[src/rtl/bus_arbiter_if.sv]
// Bus arbiter interface: master requests/chipselect/wait-state inputs and the
// grant/strobe/ack outputs of the arbiter.
interface bus_arbiter_if #(
    parameter int unsigned NMASTER = 3,
    parameter int unsigned NCS     = 10
);
    logic [NMASTER-1:0] req;
    logic [NCS-1:0]     cs;
    logic [4*NCS-1:0]   ws_table;
    logic               ext_wait;
    logic [NMASTER-1:0] grant;
    logic               start;
    logic [NMASTER-1:0] ack;
    logic               error;
    logic               busy;

    modport master (
        output req, cs, ws_table, ext_wait,
        input  grant, start, ack, error, busy
    );

    modport slave (
        input  req, cs, ws_table, ext_wait,
        output grant, start, ack, error, busy
    );
endinterface

[src/rtl/bus_arbiter.sv]
// Round-robin bus arbiter and access sequencer: grants one master at a time, applies
// per-chipselect wait states, honors slave stalls with timeout, and returns ack/error.
module bus_arbiter #(
    parameter int unsigned NMASTER = 3,
    parameter int unsigned NCS     = 10,
    parameter int unsigned TIMEOUT = 255
) (
    input logic           clock,
    input logic           reset,
    bus_arbiter_if.slave  bus_io
);
    localparam int unsigned IW = (NMASTER > 1) ? $clog2(NMASTER) : 1;
    localparam int unsigned TW = (TIMEOUT > 1) ? $clog2(TIMEOUT) : 1;

    localparam logic [1:0] StIdle  = 2'd0;
    localparam logic [1:0] StStart = 2'd1;
    localparam logic [1:0] StWait  = 2'd2;
    localparam logic [1:0] StDone  = 2'd3;

    logic [1:0]         state_q, state_d;
    logic [NMASTER-1:0] grant_q, grant_d;
    logic [IW-1:0]      last_q, last_d;
    logic [3:0]         wcnt_q, wcnt_d;
    logic [TW-1:0]      tcnt_q, tcnt_d;
    logic               err_q, err_d;

    logic               arb_found;
    logic [IW-1:0]      arb_idx;
    logic [IW-1:0]      cand;
    logic [3:0]         ws_sel;

    // Search upward from last+1 with wrap; first hit wins.
    always_comb begin
        arb_found = 1'b0;
        arb_idx   = '0;
        cand      = '0;
        for (int unsigned i = 1; i <= NMASTER; i++) begin
            cand = IW'((32'(last_q) + i) % NMASTER);
            if (!arb_found && bus_io.req[cand]) begin
                arb_found = 1'b1;
                arb_idx   = cand;
            end
        end
    end

    // Descending scan so the lowest set chipselect overrides a decoder fault.
    always_comb begin
        ws_sel = '0;
        for (int i = NCS - 1; i >= 0; i--) begin
            if (bus_io.cs[i]) ws_sel = bus_io.ws_table[4*i +: 4];
        end
    end

    always_comb begin
        state_d = state_q;
        grant_d = grant_q;
        last_d  = last_q;
        wcnt_d  = wcnt_q;
        tcnt_d  = tcnt_q;
        err_d   = err_q;
        case (state_q)
            StIdle: begin
                if (arb_found) begin
                    grant_d = NMASTER'(1) << arb_idx;
                    last_d  = arb_idx;
                    state_d = StStart;
                end
            end
            StStart: begin
                if (!(|bus_io.cs)) begin
                    err_d   = 1'b1;
                    state_d = StDone;
                end else begin
                    wcnt_d  = ws_sel;
                    tcnt_d  = '0;
                    state_d = StWait;
                end
            end
            StWait: begin
                if (!(|(bus_io.req & grant_q))) begin
                    grant_d = '0;
                    state_d = StIdle;
                end else if (wcnt_q != 4'd0) begin
                    wcnt_d = wcnt_q - 4'd1;
                end else if (bus_io.ext_wait && (tcnt_q == TW'(TIMEOUT - 1))) begin
                    err_d   = 1'b1;
                    state_d = StDone;
                end else if (bus_io.ext_wait) begin
                    tcnt_d = tcnt_q + 1'b1;
                end else begin
                    state_d = StDone;
                end
            end
            StDone: begin
                grant_d = '0;
                err_d   = 1'b0;
                state_d = StIdle;
            end
            default: state_d = StIdle;
        endcase
    end

    always_ff @(posedge clock) begin
        if (reset) begin
            state_q <= StIdle;
            grant_q <= '0;
            last_q  <= IW'(NMASTER - 1);
            wcnt_q  <= '0;
            tcnt_q  <= '0;
            err_q   <= 1'b0;
        end else begin
            state_q <= state_d;
            grant_q <= grant_d;
            last_q  <= last_d;
            wcnt_q  <= wcnt_d;
            tcnt_q  <= tcnt_d;
            err_q   <= err_d;
        end
    end

    assign bus_io.grant = grant_q;
    assign bus_io.start = (state_q == StStart);
    assign bus_io.ack   = (state_q == StDone) ? grant_q : '0;
    assign bus_io.error = (state_q == StDone) && err_q;
    assign bus_io.busy  = (state_q != StIdle);
endmodule

[src/flat_wrapper.sv]
// flat-port wrapper written by rule: the top's interface ports become plain ports
module bus_arbiter_flat 
#(
    parameter int unsigned NMASTER = 3,
    parameter int unsigned NCS     = 10,
    parameter int unsigned TIMEOUT = 255
)
  (clock, reset, bus_io_req, bus_io_cs, bus_io_ws_table, bus_io_ext_wait, bus_io_grant, bus_io_start, bus_io_ack, bus_io_error, bus_io_busy);
  bus_arbiter_if #(.NMASTER(NMASTER), .NCS(NCS)) bus_io_i ();
  input logic clock;
  input logic reset;
  input wire logic [$bits(bus_io_i.req)-1:0] bus_io_req;
  input wire logic [$bits(bus_io_i.cs)-1:0] bus_io_cs;
  input wire logic [$bits(bus_io_i.ws_table)-1:0] bus_io_ws_table;
  input wire logic [$bits(bus_io_i.ext_wait)-1:0] bus_io_ext_wait;
  output wire logic [$bits(bus_io_i.grant)-1:0] bus_io_grant;
  output wire logic [$bits(bus_io_i.start)-1:0] bus_io_start;
  output wire logic [$bits(bus_io_i.ack)-1:0] bus_io_ack;
  output wire logic [$bits(bus_io_i.error)-1:0] bus_io_error;
  output wire logic [$bits(bus_io_i.busy)-1:0] bus_io_busy;
  assign bus_io_i.req = bus_io_req;
  assign bus_io_i.cs = bus_io_cs;
  assign bus_io_i.ws_table = bus_io_ws_table;
  assign bus_io_i.ext_wait = bus_io_ext_wait;
  assign bus_io_grant = bus_io_i.grant;
  assign bus_io_start = bus_io_i.start;
  assign bus_io_ack = bus_io_i.ack;
  assign bus_io_error = bus_io_i.error;
  assign bus_io_busy = bus_io_i.busy;
  bus_arbiter #(.NMASTER(NMASTER), .NCS(NCS), .TIMEOUT(TIMEOUT)) u_core (.clock(clock), .reset(reset), .bus_io(bus_io_i));
endmodule
[config.mk]
export PLATFORM = sky130hd
export DESIGN_NAME = bus_arbiter_flat
export DESIGN_NICKNAME = d
export VERILOG_FILES = /design/src/rtl/bus_arbiter_if.sv /design/src/rtl/bus_arbiter.sv /design/src/flat_wrapper.sv
export SDC_FILE = /design/constraint.sdc
export NUM_CORES = 1
export LEC_CHECK = 0
export BUFFER_PORTS_ARGS = -buffer_cell sky130_fd_sc_hd__buf_2
export CAP_MARGIN = 10
export CORE_MARGIN = 10
export CORE_UTILIZATION = 43
export CTS_CLUSTER_DIAMETER = 80
export DETAILED_ROUTE_END_ITERATION = 6
export GPL_ROUTABILITY_DRIVEN = 0
export PLACE_DENSITY = 0.76
export RECOVER_POWER = 25
export SETUP_SLACK_MARGIN = 0.05
export SLEW_MARGIN = 20
export SYNTH_ARGS = -nofsm -noshare
export SYNTH_HDL_FRONTEND = slang
export SYNTH_SLANG_ARGS = --single-unit
[constraint.sdc]
create_clock -name clock -period 1.9 [get_ports clock]
set_input_delay 0.38 -clock clock [delete_from_list [all_inputs] [get_ports clock]]
set_output_delay 0.38 -clock clock [all_outputs]
set_load 0.02 [all_outputs]
## Word level (Yosys, flattened, before mapping)

Index checks and enable logic that the tools add are counted.

- Order comparisons: 3
- Shift-type cells: 1
- Bitwise operators: 1
- Multiplexer cells: 48
- $add $sub $neg: 5
- Reductions and logical operators: 20
- Equality and inequality tests: 16
- Div/mod/pow operators: 3

Operators by type and width:

| cell | count |
|---|---|
| 32-bit by 2-bit remainder unit with 32-bit output, second input constant | 3 |
| 4-bit 2-to-1 mux | 13 |
| 8-bit 2-to-1 mux | 5 |
| 2-bit 2-to-1 mux | 8 |
| 8-bit one-hot mux with 2 select lines | 1 |
| 1-bit 2-to-1 mux | 11 |
| 2-bit by 1-bit != test with 1-bit output, second input constant | 5 |
| 2-bit != test, second input constant | 5 |
| 10-bit OR reduction | 1 |
| 2-bit by 3-bit < comparator with 1-bit output, second input constant | 3 |
| 3-bit 2-to-1 mux | 3 |
| 3-bit one-hot mux with 3 select lines | 1 |
| 8-bit by 1-bit adder with 8-bit output, second input constant | 1 |
| 8-bit equality test, second input constant | 1 |
| 2-bit one-hot mux with 4 select lines | 1 |
| 4-bit one-hot mux with 2 select lines | 1 |
| 2-bit by 2-bit adder with 3-bit output, second input constant | 2 |
| 1-bit binary-select mux with 2-bit select | 3 |
| 3-bit AND reduction | 2 |
| 6-bit AND reduction | 1 |
| 3-bit nonzero test | 2 |
| 5-bit AND reduction | 1 |
| 2-bit equality test, second input constant | 2 |
| 1-bit logical AND | 4 |
| other kinds (15) | 17 |

- Logic and storage cells: 103
- Register bits after elaboration: 20
- Bits of input ports: 56

## Logic depth before layout (Yosys ltp)

- Word-level depth: 14
- Gate-level depth with buffers: 9
- Gate-level depth less buffers: 8

## Worst setup path before layout

OpenSTA, ideal clock, no wires.

- Path kind: flip-flop to flip-flop
- From: register u_core.last_q[0]
- To: register u_core.grant_q[0], in the netlist u_core.bus_io.grant[0]
- Setup slack: 0.037 ns
- Arrival: 1.748 ns
- Stages on the path, launching flop included: 9
- Period minus slack after synthesis: 1.863 ns
- Data required time: 1.784 ns
- Cell sequence: dfxtp_1 > inv_1 > ha_1 > or2_2 > a31oi_1 > nand2_1 > o211ai_1 > nor2_1 > a31o_1

- Cells in the longest elaborated chain, start to end: 14
- Elaborated cells between the ends (all ways): 27
- Those cells by class: add/sub (3); div (3); eq/ne (1); shift (1); mux (14); reduce/logical (5)

RTL lines:

| element | RTL line | source |
|---|---|---|
| start: declaration | bus_arbiter.sv:22 | `logic [IW-1:0] last_q, last_d;` |
| start signal: assignment | bus_arbiter.sv:107 | `last_q <= IW'(NMASTER - 1);` |
| start signal: assignment | bus_arbiter.sv:114 | `last_q <= last_d;` |
| 2-bit by 1-bit adder with 3-bit output | bus_arbiter.sv:38 | `cand = IW'((32'(last_q) + i) % NMASTER);` |
| 32-bit by 2-bit remainder unit with 32-bit output | bus_arbiter.sv:38 |  |
| 1-bit binary-select mux with 2-bit select | bus_arbiter.sv:39 | `if (!arb_found && bus_io.req[cand]) begin` |
| 1-bit 2-to-1 mux (not written as such) | bus_arbiter.sv:39 |  |
| 1-bit 2-to-1 mux | bus_arbiter.sv:39 |  |
| 1-bit zero test | bus_arbiter.sv:39 |  |
| 1-bit logical AND | bus_arbiter.sv:39 |  |
| 1-bit 2-to-1 mux | bus_arbiter.sv:39 |  |
| 1-bit zero test | bus_arbiter.sv:39 |  |
| 1-bit logical AND | bus_arbiter.sv:39 |  |
| 2-bit 2-to-1 mux | bus_arbiter.sv:39 |  |
| 1-bit by 2-bit left shift with 3-bit output | bus_arbiter.sv:64 | `grant_d = NMASTER'(1) << arb_idx;` |
| 3-bit 2-to-1 mux | bus_arbiter.sv:63 | `if (arb_found) begin` |
| 3-bit one-hot mux with 3 select lines | bus_arbiter.sv:61 | `case (state_q)` |
| end signal: assignment | bus_arbiter.sv:113 | `grant_q <= grant_d;` |
| end: declaration | bus_arbiter.sv:21 | `logic [NMASTER-1:0] grant_q, grant_d;` |

Parallel ways exist; a longest one is shown, timed or not. The select of a mux whose other input is x is not followed.
A chain may end at the register's enable or synchronous reset.

## Worst setup path in the final report

- From: register u_core.last_q[1]
- To: register u_core.grant_q[0], in the netlist u_core.bus_io.grant[0]

The elaborated chain is that of the path after synthesis.

==> metrics.md <==
| Metric | Value |
|---|---|
| Worst reg2reg endpoint | `u_core.bus_io.grant[0]$_SDFFE_PP0P_` |
| Max_cap viols | `0` |
| Clk pin slew, worst setup/hold paths | `approximately 0.1 ns` |
| Nets@finish | `348` |
| Post-layout util | `62.5%` |
| RSZ-0062 raised after global routing | `true` |
| Synth Flop Type | `dfxtp_1` |
| DP HPWL | `about 3.6 mm` |
| Fmax | `between 0.5 and 0.6 GHz` |
| Total number of vias | `~1800` |
| CP max FO | `6` |
| R2r startpoint | `u_core.last_q[1]$_SDFFE_PP1P_` |
| Fraction of layout cells with a size suffix above 1 | `about 36%` |
| Final Hold Violating Endpoints | `0` |
| Top delay family on crit path | `compound AO/OA/AOI/OAI gates` |
| Total power | `2330 uW` |
| Fin. max-slew vios | `0` |
| Vias in the first global route | `1791` |
| Mapped Area | `about 1600 um^2` |
| Worst-skew pair later-pin latency | `between 0.3 and 0.4 ns` |
| Yosys cell types | `47` |
| FF+latch count, synth | `20` |
| Setup violators final | `0` |
| Detailed-route wire length per cell | `~14 um` |
| Syn_area_per_cell | `about 7.4 um^2` |
| Area Growth Syn to Fin | `37.1%` |
| Warning count from the yosys run | `0` |
| Buffers on Ports | `64` |
| Antenna-violating nets left | `0` |
| Initial DRC count | `132` |
| Hold path depth | `2` |
| Net count after synthesis | `~270` |
| GRT Resource Usage Total | `about an eighth` |
| Register area share after synthesis | `between 20 and 30%` |
| Die Y | `between 80 and 90 um` |
| Kind of critical path | `flip-flop to flip-flop` |
| Filler cells | `330` |
| Worst relative slew slack | `about 74%` |
| Arrival @ worst endpoint | `2.06 ns` |
| Cells after Synth | `210` |
| Post-synth ARST share | `0%` |
| Setup crit start kind | `flip-flop` |
| Routed WL | `4.60 mm` |
| TritonCTS Buffers | `3` |
| Num ports | `between 60 and 70` |
| Slowest Stage Delay on Critical Path | `0.37 ns` |
| Initial antenna violation count | `0` |
| Clk buf depth | `2` |
| HP Class | `input pin to flip-flop` |
| Crit path capture type | `flip-flop` |
| DRC viols | `0` |
| Post-synth EDFFs | `0` |
| P_leak | `between 0.0009 and 0.001 uW` |
| Row count | `21` |
| First drt pass iteration count | `4` |
| DIE AREA | `6430 um^2` |
| Status | `finished clean` |
| First-pass GRT wire length | `just over 7 mm` |
| Fin crit period | `~1.9 ns` |
| Worst R2R Path Depth | `8` |
| Hold EP | `u_core.wcnt_q[0]$_SDFFE_PP0P_` |
| Clock sinks | `20` |
| CP max-delay cell | `dfxtp_2` |
| Grt total ovfl | `0` |
| Worst VDD drop | `between 0.4 and 0.5 mV` |
| CTS HTree Levels | `1` |
| CP bufs+invs | `1` |
| Clock Skew | `0.00724 ns` |
| CTS tree | `done` |
| Hold_sp | `reset` |
| Core area | `3420 um^2` |
| DR vias/cell | `5.50` |
| Die Wd | `approximately 80 um` |
| Initial core utilization | `a little under half` |
| Critical Path RT | `between 2 and 2.5 ns` |
| Crit path cell chain | `inv_1 -> ha_2 -> or2_2 -> a31oi_4 -> nand2_2 -> o2bb2ai_2 -> nor2_1 -> a31o_1` |
| Reg-to-reg setup timing slack | `between 0.04 and 0.05 ns` |
| Clk Tree Root Cell | `clkbuf_4` |
| PD cells | `about 1100 nW/um^2` |
| Diode count | `0` |
| Period utilization | `97.4%` |
| Slew @ Worst Pin | `about 0.38 ns` |
| Largest net degree at the start of global routing | `13` |
-- cell usage after synthesis, types with 2 or more instances --
cell type | instances | area share, %
a21oi_1 | 16 | 5.1
clkbuf_1 | 8 | 1.9
nor2_1 | 23 | 5.5
ha_1 | 6 | 4.8
nand3b_1 | 2 | 0.96
xor2_1 | 7 | 3.9
a211o_1 | 2 | 1.1
mux2i_1 | 2 | 1.3
nor3_1 | 6 | 1.9
o21ai_0 | 18 | 5.8
inv_1 | 14 | 3.4
o31ai_1 | 2 | 0.96
nor4_1 | 2 | 0.80
dfxtp_1 | 20 | 26
a221oi_1 | 12 | 6.7
and2_1 | 2 | 0.80
a31oi_1 | 3 | 1.2
and3_1 | 5 | 2.0
nand4_1 | 4 | 1.6
o211ai_1 | 3 | 1.4
nor2b_1 | 4 | 1.6
nand2b_1 | 2 | 0.80
nand2_1 | 13 | 3.1
a31o_1 | 2 | 1.1
nand3_1 | 9 | 2.9
o21a_1 | 2 | 0.96
-- where the power goes --
part / total [uW] / switching, uW / internal, uW
Combinational: 1450 / 814 / 639
Sequential: 625 / 106 / 519
Clock: 248 / 131 / 117
Total: 2330 / 1050 / 1280
-- layer usage --
layer,vias to the layer above,GRT usage [%],wire length [um]
met4,0,4.58,82
met3,15,5.12,436
li1,928,-,-
met5,-,0,0
met1,794,15.6,2040
met2,84,21.4,2040
-- cell type report --
cell class | instances | area [um^2] | area share [%]
clock buffer | 4 | 36.3 | 1.70
inverter | 14 | 52.6 | 2.46
sequential | 20 | 405 | 19.0
multi-input combinational | 168 | 1150 | 54.0
timing repair buffer | 79 | 430 | 20.2
tap | 46 | 57.6 | 2.69
-- logic make-up after synthesis --
logic type | count (synthesis) | share of synthesized area, %
compound gates | 73 | 32.0
xor+xnor | 8 | 4.50
fa+ha+maj | 6 | 4.82
buf+inv | 22 | 5.30
flops | 20 | 25.7
mux | 2 | 1.29
simple gates | 79 | 26.3
-- cells in the final DEF (no fill, tap or decap), types with 6 or more instances in the layout --
master / netlist / routed
nor2_1: 23 / 23
buf_2: 0 / 59
nand2_1: 13 / 12
inv_1: 14 / 13
nor3_1: 6 / 6
a21oi_1: 16 / 16
dfxtp_1: 20 / 16
o21ai_0: 18 / 18
nand3_1: 9 / 7
a221oi_1: 12 / 12
xor2_1: 7 / 7
buf_4: 0 / 14
-- registers in the layout, indices dropped and copies added, names as in the netlist --
| name | flops |
|---|---|
| u_core.tcnt_q | 8 |
| u_core.err_q | 1 |
| u_core.state_q | 2 |
| u_core.wcnt_q | 4 |
| u_core.last_q | 2 |
| u_core.bus_io.grant | 3 |
-- what timing repair did --
action                                  CTS  global route
endpoints found under the setup margin    3            16
cloned                                    0             0
buffers inserted                          0             2
gates resized for setup                   4            15
pin swaps                                 0            10
hold buffers                              0             0
-- through the flow --
step / worst slack [ns] / setup TNS, ns / hold slack (ns) / cell area (um^2) / std cells
finish: 0.0494 / 0 / 0.368 / 2140 / 331
global route: -0.0246 / -0.0669 / 0.381 / 2140 / 331
CTS: 0.0558 / 0 / 0.376 / 2060 / 329
detailed placement: 0.00549 / 0 / 0.469 / 2010 / 325
global placement: 0.0597 / 0 / 0.463 / 2010 / 325
floorplan: 0.0515 / 0 / 0.450 / 1560 / 210
-- worst max-delay path by stage --
stage / start / end / cells after the start
2_1_floorplan: u_core.last_q[0]$_SDFFE_PP0P_ / u_core.bus_io.grant[0]$_SDFFE_PP0P_ / 8
6_report: u_core.last_q[1]$_SDFFE_PP1P_ / u_core.bus_io.grant[0]$_SDFFE_PP0P_ / 8
4_1_cts: u_core.last_q[0]$_SDFFE_PP0P_ / u_core.bus_io.grant[0]$_SDFFE_PP0P_ / 8
3_5_place_dp: u_core.last_q[0]$_SDFFE_PP0P_ / u_core.bus_io.grant[0]$_SDFFE_PP0P_ / 8
3_3_place_gp: u_core.last_q[0]$_SDFFE_PP0P_ / u_core.bus_io.grant[0]$_SDFFE_PP0P_ / 8
5_1_grt: u_core.last_q[1]$_SDFFE_PP1P_ / u_core.last_q[1]$_SDFFE_PP1P_ / 7
Power figures use the tool's default switching activity.
